===== config.mk =====
export PLATFORM = sky130hd
export DESIGN_NAME = arm_lsu
export DESIGN_NICKNAME = d
export VERILOG_FILES = /design/src/rtl/arm_lsu_pkg.sv /design/src/rtl/arm_lsu_lane.sv /design/src/rtl/arm_lsu.sv
export SDC_FILE = /design/constraint.sdc
export NUM_CORES = 1
export LEC_CHECK = 0
export BUFFER_PORTS_ARGS = -buffer_cell sky130_fd_sc_hd__buf_4
export CAP_MARGIN = 20
export CORE_MARGIN = 4
export CORE_UTILIZATION = 57
export CTS_CLUSTER_SIZE = 12
export DETAILED_ROUTE_END_ITERATION = 8
export PLACE_DENSITY_LB_ADDON = 0.1
export SYNTH_ARGS = -nofsm -noshare
export SYNTH_HDL_FRONTEND = slang
export SYNTH_SLANG_ARGS = --single-unit

===== constraint.sdc =====
create_clock -name clk -period 4.9 [get_ports clk]
set_input_delay 0 -clock clk [delete_from_list [all_inputs] [get_ports clk]]
set_output_delay 0 -clock clk [all_outputs]
set_load 0.02 [all_outputs]

===== src/rtl/arm_lsu_pkg.sv =====
// Shared definitions for the load/store unit: access sizes, fault codes,
// FSM state encoding and the big-endian lane shift helper.
package arm_lsu_pkg;

   localparam logic [1:0] SZ_BYTE = 2'b00;
   localparam logic [1:0] SZ_HALF = 2'b01;
   localparam logic [1:0] SZ_WORD = 2'b10;
   localparam logic [1:0] SZ_RSVD = 2'b11;

   localparam logic [1:0] FLT_NONE  = 2'b00;
   localparam logic [1:0] FLT_ALIGN = 2'b01;
   localparam logic [1:0] FLT_BUS   = 2'b10;

   typedef enum logic [2:0] {
      ST_IDLE,
      ST_LOAD,
      ST_RMW_RD,
      ST_STORE,
      ST_RESP
   } lsu_state_t;

   // Right-shift that brings the addressed big-endian lane down to bit 0.
   function automatic logic [4:0] lane_shift(input logic [1:0] size, input logic [1:0] a_lo);
      logic [4:0] sh;
      sh = 5'd0;
      if (size == SZ_BYTE)
         sh = {~a_lo, 3'b000};
      else if (size == SZ_HALF)
         sh = {~a_lo[1], 4'b0000};
      return sh;
   endfunction

endpackage


===== src/rtl/arm_lsu_lane.sv =====
// Combinational lane logic: load extract/extend and sub-word store merge
// on a big-endian memory word.
module arm_lsu_lane
   import arm_lsu_pkg::*;
(
   input  logic [1:0]  i_addr_lo,
   input  logic [1:0]  i_size,
   input  logic        i_signed,
   input  logic [31:0] i_mem_rdata,
   input  logic [31:0] i_wdata,
   output logic [31:0] o_load_data,
   output logic [31:0] o_merge_data
);

   logic [4:0]  w_shift;
   logic [31:0] w_shifted;
   logic [31:0] w_mask;

   assign w_shift   = lane_shift(i_size, i_addr_lo);
   assign w_shifted = i_mem_rdata >> w_shift;

   always_comb begin
      o_load_data = i_mem_rdata;
      w_mask      = 32'hFFFF_FFFF;
      case (i_size)
         SZ_BYTE: begin
            o_load_data = {{24{i_signed & w_shifted[7]}}, w_shifted[7:0]};
            w_mask      = 32'h0000_00FF << w_shift;
         end
         SZ_HALF: begin
            o_load_data = {{16{i_signed & w_shifted[15]}}, w_shifted[15:0]};
            w_mask      = 32'h0000_FFFF << w_shift;
         end
         default: ;
      endcase
   end

   // Store data is right-justified; move it up into its lane and splice.
   assign o_merge_data = (i_mem_rdata & ~w_mask) | ((i_wdata << w_shift) & w_mask);

endmodule


===== src/rtl/arm_lsu.sv =====
// Load/store unit driving a single big-endian word memory port; sub-word
// stores are done as read-modify-write.
module arm_lsu
   import arm_lsu_pkg::*;
#(
   parameter bit ALIGN_FAULT = 1'b1
)
(
   input  logic        clk,
   input  logic        rst_n,
   input  logic        req_valid,
   output logic        req_ready,
   input  logic        req_write,
   input  logic [1:0]  req_size,
   input  logic        req_signed,
   input  logic [31:0] req_addr,
   input  logic [31:0] req_wdata,
   output logic        resp_valid,
   output logic [31:0] resp_rdata,
   output logic [1:0]  resp_fault,
   output logic [31:0] mem_addr,
   output logic [31:0] mem_wdata,
   output logic        mem_we,
   input  logic        mem_excpt,
   input  logic [31:0] mem_rdata
);

   lsu_state_t  r_state;
   lsu_state_t  w_state_next;
   logic [1:0]  r_addr_lo;
   logic [1:0]  r_size;
   logic        r_signed;
   logic [31:0] r_wdata;
   logic [31:0] r_rdata;
   logic [1:0]  r_fault;
   logic [31:0] r_mem_addr;
   logic [31:0] r_mem_wdata;

   logic        w_misaligned;
   logic        w_align_flt;
   logic [31:0] w_acc_addr;
   logic        w_accept;
   logic [31:0] w_load_data;
   logic [31:0] w_merge_data;

   always_comb begin
      w_misaligned = 1'b0;
      w_acc_addr   = req_addr;
      case (req_size)
         SZ_HALF: begin
            w_misaligned = req_addr[0];
            w_acc_addr   = ALIGN_FAULT ? req_addr : {req_addr[31:1], 1'b0};
         end
         SZ_WORD: begin
            w_misaligned = |req_addr[1:0];
            w_acc_addr   = ALIGN_FAULT ? req_addr : {req_addr[31:2], 2'b00};
         end
         default: ;
      endcase
   end

   // The reserved size faults regardless of the alignment policy.
   assign w_align_flt = (req_size == SZ_RSVD) | (ALIGN_FAULT & w_misaligned);
   assign w_accept    = (r_state == ST_IDLE) & req_valid;

   always_ff @(posedge clk or negedge rst_n) begin
      if (!rst_n)
         r_state <= ST_IDLE;
      else
         r_state <= w_state_next;
   end

   always_comb begin
      w_state_next = r_state;
      case (r_state)
         ST_IDLE: begin
            if (req_valid) begin
               if (w_align_flt)
                  w_state_next = ST_RESP;
               else if (!req_write)
                  w_state_next = ST_LOAD;
               else if (req_size == SZ_WORD)
                  w_state_next = ST_STORE;
               else
                  w_state_next = ST_RMW_RD;
            end
         end
         ST_LOAD:   w_state_next = ST_RESP;
         ST_RMW_RD: w_state_next = mem_excpt ? ST_RESP : ST_STORE;
         ST_STORE:  w_state_next = ST_RESP;
         ST_RESP:   w_state_next = ST_IDLE;
         default:   w_state_next = ST_IDLE;
      endcase
   end

   arm_lsu_lane u_lane (
      .i_addr_lo    (r_addr_lo),
      .i_size       (r_size),
      .i_signed     (r_signed),
      .i_mem_rdata  (mem_rdata),
      .i_wdata      (r_wdata),
      .o_load_data  (w_load_data),
      .o_merge_data (w_merge_data)
   );

   always_ff @(posedge clk or negedge rst_n) begin
      if (!rst_n) begin
         r_addr_lo   <= 2'b00;
         r_size      <= SZ_BYTE;
         r_signed    <= 1'b0;
         r_wdata     <= 32'd0;
         r_rdata     <= 32'd0;
         r_fault     <= FLT_NONE;
         r_mem_addr  <= 32'd0;
         r_mem_wdata <= 32'd0;
      end else begin
         if (w_accept) begin
            r_addr_lo <= w_acc_addr[1:0];
            r_size    <= req_size;
            r_signed  <= req_signed;
            r_wdata   <= req_wdata;
            r_rdata   <= 32'd0;
            r_fault   <= w_align_flt ? FLT_ALIGN : FLT_NONE;
            if (!w_align_flt) begin
               r_mem_addr <= {w_acc_addr[31:2], 2'b00};
               if (req_write && req_size == SZ_WORD)
                  r_mem_wdata <= req_wdata;
            end
         end
         case (r_state)
            ST_LOAD: begin
               if (mem_excpt)
                  r_fault <= FLT_BUS;
               else
                  r_rdata <= w_load_data;
            end
            ST_RMW_RD: begin
               if (mem_excpt)
                  r_fault <= FLT_BUS;
               else
                  r_mem_wdata <= w_merge_data;
            end
            ST_STORE: begin
               if (mem_excpt)
                  r_fault <= FLT_BUS;
            end
            default: ;
         endcase
      end
   end

   // Decoded from the async-reset state so mem_we drops the moment rst_n falls.
   assign req_ready  = (r_state == ST_IDLE);
   assign resp_valid = (r_state == ST_RESP);
   assign mem_we     = (r_state == ST_STORE);
   assign resp_rdata = r_rdata;
   assign resp_fault = r_fault;
   assign mem_addr   = r_mem_addr;
   assign mem_wdata  = r_mem_wdata;

endmodule

After elaboration in Yosys (flattened, before gate mapping). Cells that the tools add are included.

Register bits after elaboration: 136. Output and inout port bits: 101. Logic and storage cells: 63.

Eq/ne operators: 9. Bitwise gates (word level): 11. Shifts and indexed selects: 4. Reductions and logical operators: 7. Mux-type cells: 23.

Operators by type and width (count): $mux 32 (8); $pmux 32 s2 (2); $and 32x32->32 (2); $not 32->32 (1); $or 32x32->32 (1); $shl 16x5->32 const A (1); $shl 32x5->32 (1); $shl 8x5->32 const A (1); $shr 32x5->16 (1); $mux 5 (2); $mux 3 (3); $pmux 3 s3 (1); $mux 2 (4); $eq 3x2->1 const B (2); $eq 2x1->1 const B (2); $eq 2x2->1 const B (2); $reduce_or 2->1 (2); $and 1x1->1 (3); $eq 3x1->1 const B (1); $eq 3x3->1 const B (1); $logic_not 3->1 (1); $reduce_or 3->1 (1); $logic_not 2->1 (1); $mux 1 (2); 7 further kinds (8).

Longest topological paths before layout. Gate-level depths: netlist of run 1.

Depth after elaboration: 10. Depth in mapped cells: 8.

Hierarchy. A second synthesis of run 1 with hierarchy kept.

Cells, all modules: 738. Area total of the unflattened synthesis: 6927.9 um^2.

Modules (own cells, without submodules): arm_lsu (cells each 523, seq. area each 3403.3 um^2, area an instance 5570.3 um^2, instances 1); arm_lsu_lane (cells each 215, seq. area each 0.0 um^2, area an instance 1357.6 um^2, instances 1).

Least setup slack after synthesis of run 1. No wires, ideal clock.

Path kind: reg-to-reg. Start point: reg r_state[1]. End point: reg r_mem_addr[10], in the netlist mem_addr[10]. Buffers on the path: 2. Clock period less this slack: 1.923 ns. Path slack: 2.977 ns. Library setup time: 0.125 ns. Cell stages (with the launch flop): 6. Arrival time: 1.798 ns. Cells stage by stage: dfrtp_1 or4b_1 buf_2 nor3_2 buf_2 mux2_2.

Cells in the longest elaborated chain, start to end: 3.

RTL lines: start, declared (RTL line arm_lsu.sv:28) `lsu_state_t r_state;`; start signal, assigned (RTL line arm_lsu.sv:70) `r_state <= w_state_next;`; $logic_not 3->1 (RTL line arm_lsu.sv:64) `assign w_accept = (r_state == ST_IDLE) & req_valid;`; $and 1x1->1 (RTL line arm_lsu.sv:64); $reduce_and 2->1 (no line); end signal, assigned (RTL line arm_lsu.sv:125) `r_mem_addr <= {w_acc_addr[31:2], 2'b00};`; end, declared (RTL line arm_lsu.sv:36) `logic [31:0] r_mem_addr;`.

No other way between the ends. A chain may end at the register's enable or synchronous reset.

Final worst setup path of run 1.
Start point: reg r_state[0]. End point: reg r_mem_wdata[18], in the netlist mem_wdata[18].

Cells in the longest elaborated chain, start to end: 5. Elaborated cells on any way between the ends: 6. Classes of those cells: eq/ne (1); mux (3); bitwise (1); reduce/logical (1).

RTL lines: $logic_not 3->1 (RTL line arm_lsu.sv:64); $and 1x1->1 (RTL line arm_lsu.sv:64); $mux 32 (RTL line arm_lsu.sv:117) `if (w_accept) begin`; $mux 32 (RTL line arm_lsu.sv:138) `if (mem_excpt)`; $mux 32 * (RTL line arm_lsu.sv:130) `case (r_state)`; end signal, assigned (RTL line arm_lsu.sv:127) `r_mem_wdata <= req_wdata;`; end signal, assigned (RTL line arm_lsu.sv:141) `r_mem_wdata <= w_merge_data;`; end, declared (RTL line arm_lsu.sv:37) `logic [31:0] r_mem_wdata;`.

Mark *: on every way between the ends. The rest lies on a longest branch, timed or not.

==> results of run 1 <==
-- metal layers --
layer,share of wire,up-vias,track usage
li1,-,3275,-
met1,0.38,3528,0.4515
met2,0.48,485,0.5539
met3,0.096,87,0.07587
met4,0.038,0,0.1467
met5,0,-,0
-- final cells by class --
type / count / area (um^2) / area share
tap: 168 / 210.2 / 0.02065
timing repair buffer: 310 / 2567 / 0.2523
clock buffer: 27 / 503.0 / 0.04942
multi-input combinational: 551 / 3407 / 0.3348
inverter: 12 / 45.04 / 0.004426
clock inverter: 3 / 40.04 / 0.003934
sequential: 136 / 3405 / 0.3345
-- cells in the mapped netlist (all sizes together), types with 2 or more instances --
master / number / area (um^2)
o21ai: 32 / 160.2
nor4b: 3 / 32.53
clkbuf: 47 / 176.4
nor3: 15 / 85.08
nand2b: 9 / 56.30
a22o: 7 / 61.31
nand2: 155 / 581.8
a211o: 2 / 17.52
o21a: 3 / 22.52
and3: 6 / 37.54
or3: 8 / 50.05
nand3: 36 / 180.2
a31o: 2 / 17.52
o211ai: 20 / 150.1
o21bai: 2 / 15.01
nor2b: 10 / 62.56
o22ai: 2 / 12.51
mux2i: 17 / 170.2
dfrtp: 136 / 3403
a221oi: 6 / 52.55
nand3b: 3 / 22.52
a31oi: 23 / 143.9
inv: 12 / 45.04
o221ai: 19 / 166.4
ha: 3 / 37.54
mux2: 46 / 518.0
nor2: 11 / 57.56
a21oi: 70 / 350.3
buf: 23 / 130.1
nand4: 3 / 18.77
a21o: 19 / 142.6
a211oi: 2 / 15.01
o2111ai: 6 / 52.55
-- worst paths after layout --
| kind | from | endpoint | slack, ns | cells past startpoint |
|---|---|---|---|---|
| worst max-delay path | r_state[0]$_DFFE_PN0P_ | mem_wdata[18]$_DFF_PN0_ | 1.83 | 4 |
| worst min-delay path | mem_rdata[15] | mem_wdata[15]$_DFF_PN0_ | 0.01 | 3 |
| worst max register to register | r_state[0]$_DFFE_PN0P_ | mem_wdata[18]$_DFF_PN0_ | 1.83 | 4 |
| worst min register to register | r_wdata[29]$_DFFE_PN0P_ | r_wdata[29]$_DFFE_PN0P_ | 0.47 | 2 |
| max in group asynchronous | rst_n | mem_wdata[25]$_DFF_PN0_ | 3.21 | 3 |
| min in group asynchronous | rst_n | mem_addr[28]$_DFFE_PN0P_ | 0.27 | 2 |
-- cells by family after synthesis --
group / count (synthesis) / share of synthesized area
AOI/OAI and AO/OA: 219 / 0.1986
DFF: 136 / 0.4767
buffers and inverters: 82 / 0.04925
muxes: 63 / 0.09639
and+or+nand+nor: 264 / 0.1733
other: 1 / 0.0005253
adders and majority gates: 3 / 0.005258
-- power breakdown --
part | switching (mW) | internal (mW) | total (mW)
Clock | 0.449 | 0.745 | 1.19
Combinational | 1.82 | 1.37 | 3.19
Sequential | 0.478 | 1.65 | 2.13
-- state kept, by name, indices dropped and copies added, names as in the netlist --
signal	count
r_signed	1
resp_fault	2
r_state	3
r_wdata	32
r_size	2
resp_rdata	32
mem_addr	30
r_addr_lo	2
mem_wdata	32
-- tightest hold or removal path, cell delays in order --
cell and delay (ns):
sky130_fd_sc_hd__buf_4 0.11, sky130_fd_sc_hd__mux2i_1 0.09, sky130_fd_sc_hd__o221ai_1 0.19
==> impl_summary.log, run 1 <==
[metrics] root buffer selected by CTS: sky130_fd_sc_hd__clkbuf_16
[metrics] Skew-Pair Late Insertion Delay: 0.42 ns
[metrics] Tightest Hold Check Type: in2reg
[metrics] Min Clock Period, post-route: roughly 3.1 ns
[metrics] post-detailed-routing wire length: about 24 mm
[metrics] cell-by-cell trace of the critical path: or4b_2, or4_1, nor2_8, o221ai_1
[metrics] max_slew headroom: 0.2628
[metrics] Initial DRT Pass Iterations: 5
[metrics] final period utilization: 0.6268
[metrics] total vias in the final route: 7,375
[metrics] antenna viol nets, final: 0
[metrics] gr usage total: 0.3444
[metrics] number of cells in the finished layout apart from fillers: 1,207
[metrics] Vias per Instance: 6.110
[metrics] worst hold margin: 0.01143 ns
[metrics] Final Max Slew Viols: 0
[metrics] setup repair bufs after CTS: 0
[metrics] share of flip-flops with an asynchronous set or reset after synthesis: 1.000
[metrics] overall power after layout: 6.512 mW
[metrics] final worst slack: 1.829 ns
[metrics] number of unique standard cell types used by synthesis: 50
[metrics] Max FO, Critical Path: 34
[metrics] Die Y-Extent: around 120 um
[metrics] area inside the core boundary: ~0.012 mm^2
[metrics] FMAX: 0.3256 GHz
[metrics] Max Cap Violations: 0
[metrics] overall overflow remaining after global route: 0
[metrics] Residual DRC: 0
[metrics] final weighted congestion of routability-driven global placement: 0.9093
[metrics] floorplan die area: 0.01438 mm^2
[metrics] TritonCTS sink count: 136
[metrics] via count of the first global-routing pass: 7,303
[metrics] Max H-tree Level: 4
[metrics] register bit count reported by yosys: around 140
[metrics] most common cell after layout, fill and taps aside: sky130_fd_sc_hd__buf_4
[metrics] final hold viol count: 0
[metrics] number of flops mapped to enable cells by yosys: 0
[metrics] antenna violations before repair: 0
[metrics] TNS Setup: 0 ns
[metrics] row count: 40
[metrics] Main synth FF type: sky130_fd_sc_hd__dfrtp_1
[metrics] Die Width: around 120 um
[metrics] fraction of layout cells with a size suffix above 1: 0.2820
[metrics] wire per inst: 20.28 um
[metrics] kind of start point of the critical path: flip-flop
[metrics] Port Buffer Count: roughly 200
[metrics] I/O pins: 205
[metrics] placed wire-length estimate: between 15 and 20 mm
[metrics] register clock-pin slew on the reported worst setup and hold paths: 0.06 ns
[metrics] Synth Instances: 768
[metrics] Cell Count Post-Placement: 1,079
[metrics] number of buffers inserted by hold repair at cts: 96
[metrics] number of clock buffers inserted by TritonCTS: 17
[metrics] largest voltage drop on the vdd net: 0.0004457 V
[metrics] Initial DRC Count: just over 900
[metrics] antenna diode count: 0
[metrics] setup slack at placement: 1.866 ns
[metrics] kind of end point of the critical path: flip-flop
[metrics] most frequent cells in the layout: 214 x sky130_fd_sc_hd__buf_4, 155 x sky130_fd_sc_hd__nand2_1, 135 x sky130_fd_sc_hd__dfrtp_1
[metrics] number of filler cells placed in the layout: 730
[metrics] CTS tree: yes
[metrics] cell area after synthesis: 0.007139 mm^2
[metrics] pin count of the biggest net entering global routing: 83
[metrics] global-route wire length before repair: 38.69 mm
[metrics] area added between synthesis and finish: 42.55%
[metrics] area after detailed placement: between 0.008 and 0.009 mm^2
[metrics] sequential fraction of the synthesis area: 0.4767
[metrics] worst path buffer plus inverter count: 0
[metrics] setup repair after global routing missed its margin: false
[metrics] per-instance average area after synthesis: 9.296 um^2
[metrics] worst endpoint required time: roughly 5.2 ns
[metrics] initial cell density of the core: 0.5895
[metrics] Total Nets Final: 1,135
[metrics] final setup vio count: 0
[metrics] deepest clock path buffer count: 2
[metrics] maximum clock skew at final layout: 0.006343 ns
[metrics] kind of cell adding the most delay to the critical path: simple AND/OR/NAND/NOR gates
[metrics] longest individual stage delay on the worst path: 1.13 ns
[metrics] Tightest Pin Transition: 1.102 ns
[metrics] slowest stage cell, crit path: sky130_fd_sc_hd__or4b_2
[metrics] CP arrival: 3.34 ns
[metrics] cell leakage power: 4.809 nW
[metrics] cts repair resizes: 0
[metrics] Post-Layout Inst Area: 0.01018 mm^2
[metrics] Ys Warns: 0
[metrics] pwr dens: 639.9 mW/mm^2
[metrics] Crit Path Class: reg2reg
[metrics] core utilization of the finished layout: 0.8403
[metrics] status: completed
No activity file was read; power rests on OpenSTA's default activity.
==> inputs of run 2 (changes only) <==
--- a/config.mk
+++ b/config.mk
@@ -8,7 +8,7 @@
 export BUFFER_PORTS_ARGS = -buffer_cell sky130_fd_sc_hd__buf_4
 export CAP_MARGIN = 20
 export CORE_MARGIN = 4
-export CORE_UTILIZATION = 57
+export CORE_UTILIZATION = 53
 export CTS_CLUSTER_SIZE = 12
 export DETAILED_ROUTE_END_ITERATION = 8
 export PLACE_DENSITY_LB_ADDON = 0.1
==> constraint.sdc (replaced) <==
create_clock -name clk -period 3 [get_ports clk]
set_input_delay 0 -clock clk [delete_from_list [all_inputs] [get_ports clk]]
set_output_delay 0 -clock clk [all_outputs]
set_load 0.02 [all_outputs]
==> run 2 against run 1 <==
  * Maximum frequency is 18% higher
  * Highest routed layer is now met5
  * Global-route usage is 2.7 points lower
  * Worst hold slack better by 0.0026 ns
  * Routed wire length decreased by 1.7%
  * Combinational power rose by 65%
  * Critical path type unchanged
  * Sequential cell count unchanged
  * Via count fell by 1.9%
  * Critical path depth stayed put
  * Sequential power rose by 64%
  * Final cell count up 2.0%
  * Core utilization fell by 5.7 points
==> impl_summary.log, run 2 (synthesis results as in run 1) <==
[metrics] RR Startpoint: r_state[0]$_DFFE_PN0P_
[metrics] Tightest Pin Transition: 0.7908 ns (-0.3116 ns)
[metrics] Hold Crit Start: mem_rdata[23]
[metrics] deepest clock path buffer count: 2 (unchanged)
[metrics] Max Cap Violations: 0 (unchanged)
[metrics] overall overflow remaining after global route: 0 (unchanged)
[metrics] pin count of the biggest net entering global routing: 69 (-17%)
[metrics] FF-to-FF setup slack: 0.40 ns (-1.43 ns)
[metrics] Final Max Slew Viols: 0 (unchanged)
[metrics] post-detailed-routing wire length: 24.06 mm (-1.7%)
[metrics] antenna diode count: 0 (unchanged)
[metrics] I/O pins: 205 (unchanged)
[metrics] area inside the core boundary: 0.01324 mm^2 (+9.3%)
[metrics] TNS Setup: 0 ns (unchanged)
[metrics] floorplan die area: 0.01539 mm^2 (+7.0%)
[metrics] Skew-Pair Late Insertion Delay: 0.43 ns (about the same)
[metrics] end point of the worst hold path: resp_rdata[23]$_DFF_PN0_
[metrics] worst reg-to-reg path cell count: 4 (unchanged)
[metrics] fraction of layout cells with a size suffix above 1: 0.2929 (+0.01089)
[metrics] final hold viol count: 0 (unchanged)
[metrics] worst hold margin: 0.01403 ns (+0.002601 ns)
[metrics] Tightest Hold Check Type: in2reg
[metrics] row count: 42 (+5.0%)
[metrics] wire per inst: 19.54 um (-3.7%)
[metrics] setup repair after global routing missed its margin: false
[metrics] cts repair resizes: 0 (unchanged)
[metrics] final setup vio count: 0 (unchanged)
[metrics] Min Clock Period, post-route: 2.598 ns (-0.4730 ns)
[metrics] CP arrival: 2.88 ns (-0.46 ns)
[metrics] largest voltage drop on the vdd net: 0.0006338 V (+42%)
[metrics] Port Buffer Count: 202 (unchanged)
[metrics] initial cell density of the core: 0.5391 (-0.05035)
[metrics] Die Width: 124.1 um (+3.5%)
[metrics] register clock-pin slew on the reported worst setup and hold paths: 0.06 ns (about the same)
[metrics] antenna viol nets, final: 0 (unchanged)
[metrics] Max FO, Critical Path: 27 (-21%)
[metrics] most frequent cells in the layout: 222 x sky130_fd_sc_hd__buf_4, 155 x sky130_fd_sc_hd__nand2_1, 135 x sky130_fd_sc_hd__dfrtp_1
[metrics] maximum clock skew at final layout: 0.007584 ns (+0.001241 ns)
[metrics] FMAX: 0.3849 GHz (+18%)
[metrics] cell leakage power: 4.884 nW (+1.6%)
[metrics] via count of the first global-routing pass: 7,189 (-1.6%)
[metrics] Post-Layout Inst Area: 0.01038 mm^2 (+1.9%)
[metrics] status: completed
[metrics] setup repair bufs after CTS: 0 (unchanged)
[metrics] Total Nets Final: 1,150 (+1.3%)
[metrics] global-route wire length before repair: 37.63 mm (-2.7%)
[metrics] kind of start point of the critical path: flip-flop
[metrics] root buffer selected by CTS: sky130_fd_sc_hd__clkbuf_16
[metrics] Residual DRC: 0 (unchanged)
[metrics] core utilization of the finished layout: 0.7834 (-0.05684)
[metrics] Max H-tree Level: 4 (unchanged)
[metrics] number of stages on the worst hold path: 3 (unchanged)
[metrics] Die Y-Extent: 124.1 um (+3.5%)
[metrics] max_slew headroom: 0.4728 (+0.2100)
[metrics] kind of end point of the critical path: flip-flop
[metrics] placed wire-length estimate: 16.18 mm (+4.5%)
[metrics] Vias per Instance: 5.876 (-3.8%)
[metrics] area added between synthesis and finish: 45.32%
[metrics] area after detailed placement: 0.008763 mm^2 (+1.2%)
[metrics] Critical R2R Capture: mem_wdata[9]$_DFF_PN0_
[metrics] Initial DRT Pass Iterations: 5 (unchanged)
[metrics] gr usage total: 0.3178 (-0.02660)
[metrics] pwr dens: 1045 mW/mm^2 (+63%)
[metrics] Crit Path Class: reg2reg
[metrics] most common cell after layout, fill and taps aside: sky130_fd_sc_hd__buf_4
[metrics] number of cells in the finished layout apart from fillers: 1,231 (+2.0%)
[metrics] Initial DRC Count: 778 (-15%)
[metrics] antenna violations before repair: 1 (+1)
[metrics] final period utilization: 0.8660 (+0.2393)
[metrics] TritonCTS sink count: 136 (unchanged)
[metrics] number of clock buffers inserted by TritonCTS: 17 (unchanged)
[metrics] total vias in the final route: 7,233 (-1.9%)
[metrics] CTS tree: yes
[metrics] Cell Count Post-Placement: 1,098 (+1.8%)
[metrics] worst endpoint required time: 3.28 ns (-1.88 ns)
[metrics] final weighted congestion of routability-driven global placement: 0.9128 (+0.38%)
==> run 2: changes by cell type in the layout (fill, tap and decap cells not counted) <==
cell / before / now
sky130_fd_sc_hd__clkinv_4: 0 / 1
sky130_fd_sc_hd__clkbuf_8: 4 / 3
sky130_fd_sc_hd__buf_12: 0 / 1
sky130_fd_sc_hd__clkbuf_1: 6 / 0
sky130_fd_sc_hd__dlygate4sd3_1: 96 / 102
sky130_fd_sc_hd__buf_4: 214 / 222
sky130_fd_sc_hd__clkinvlp_4: 0 / 6
sky130_fd_sc_hd__bufinv_16: 1 / 2
==> run 2: stage by stage <==
stage	worst slack [ns]	power, mW
final	0.4019	10.84
after global routing	0.3075	11.49
after CTS	0.4330	10.79
after detailed placement	0.4377	8.565
after global placement	0.5037	8.399
after floorplan	1.077	6.558
==> run 2: critical path, stage by stage, from the launching register on <==
cell and delay (ns):
sky130_fd_sc_hd__dfrtp_1 0.49, sky130_fd_sc_hd__or4b_2 0.74, sky130_fd_sc_hd__or4_1 0.60, sky130_fd_sc_hd__nor2_8 0.41, sky130_fd_sc_hd__o221ai_1 0.18
==> run 2: how the worst max path moves through the flow <==
stage,start,to,slack [ns]
2_1_floorplan,r_state[1]$_DFFE_PN0P_,mem_addr[10]$_DFFE_PN0P_,1.08
3_3_place_gp,r_state[0]$_DFFE_PN0P_,mem_addr[8]$_DFFE_PN0P_,0.50
3_5_place_dp,r_state[0]$_DFFE_PN0P_,mem_wdata[14]$_DFF_PN0_,0.44
4_1_cts,r_state[0]$_DFFE_PN0P_,mem_addr[13]$_DFFE_PN0P_,0.43
5_1_grt,r_state[0]$_DFFE_PN0P_,mem_wdata[23]$_DFF_PN0_,0.31
6_report,r_state[0]$_DFFE_PN0P_,mem_wdata[9]$_DFF_PN0_,0.40
==> run 2: final cells by class <==
| type | instances | area, um^2 |
|---|---|---|
| clock buffers | 20 | 466.7 |
| well taps | 176 | 220.2 |
| repair buffers | 325 | 2708 |
| inverters | 12 | 45.04 |
| flip-flops and latches | 136 | 3405 |
| multi-input cells | 551 | 3407 |
| fillers | 912 | 2868 |
| clock inverters | 11 | 123.9 |
==> run 2: timing repair <==
item | 4_1_cts | 5_1_grt
hold buffers | 102 | 0
endpoints found under the hold margin | 190 | 0
endpoints found under the setup margin | 0 | 0
==> run 2: report_power, final <==
group	leakage (nW)	internal (mW)	switching, mW
Sequential	1.70	2.69	0.809
Clock	0.272	1.28	0.796
Combinational	2.91	2.31	2.96
Total	4.88	6.28	4.56
==> run 2: layer usage <==
layer  global-route usage  up-vias  routed length [um]
met2               0.5108      433               11570
li1                     -     3309                   -
met4               0.1177        2                 560
met3              0.07584       56                2302
met1               0.4202     3433                9610
met5                    0        -                  13
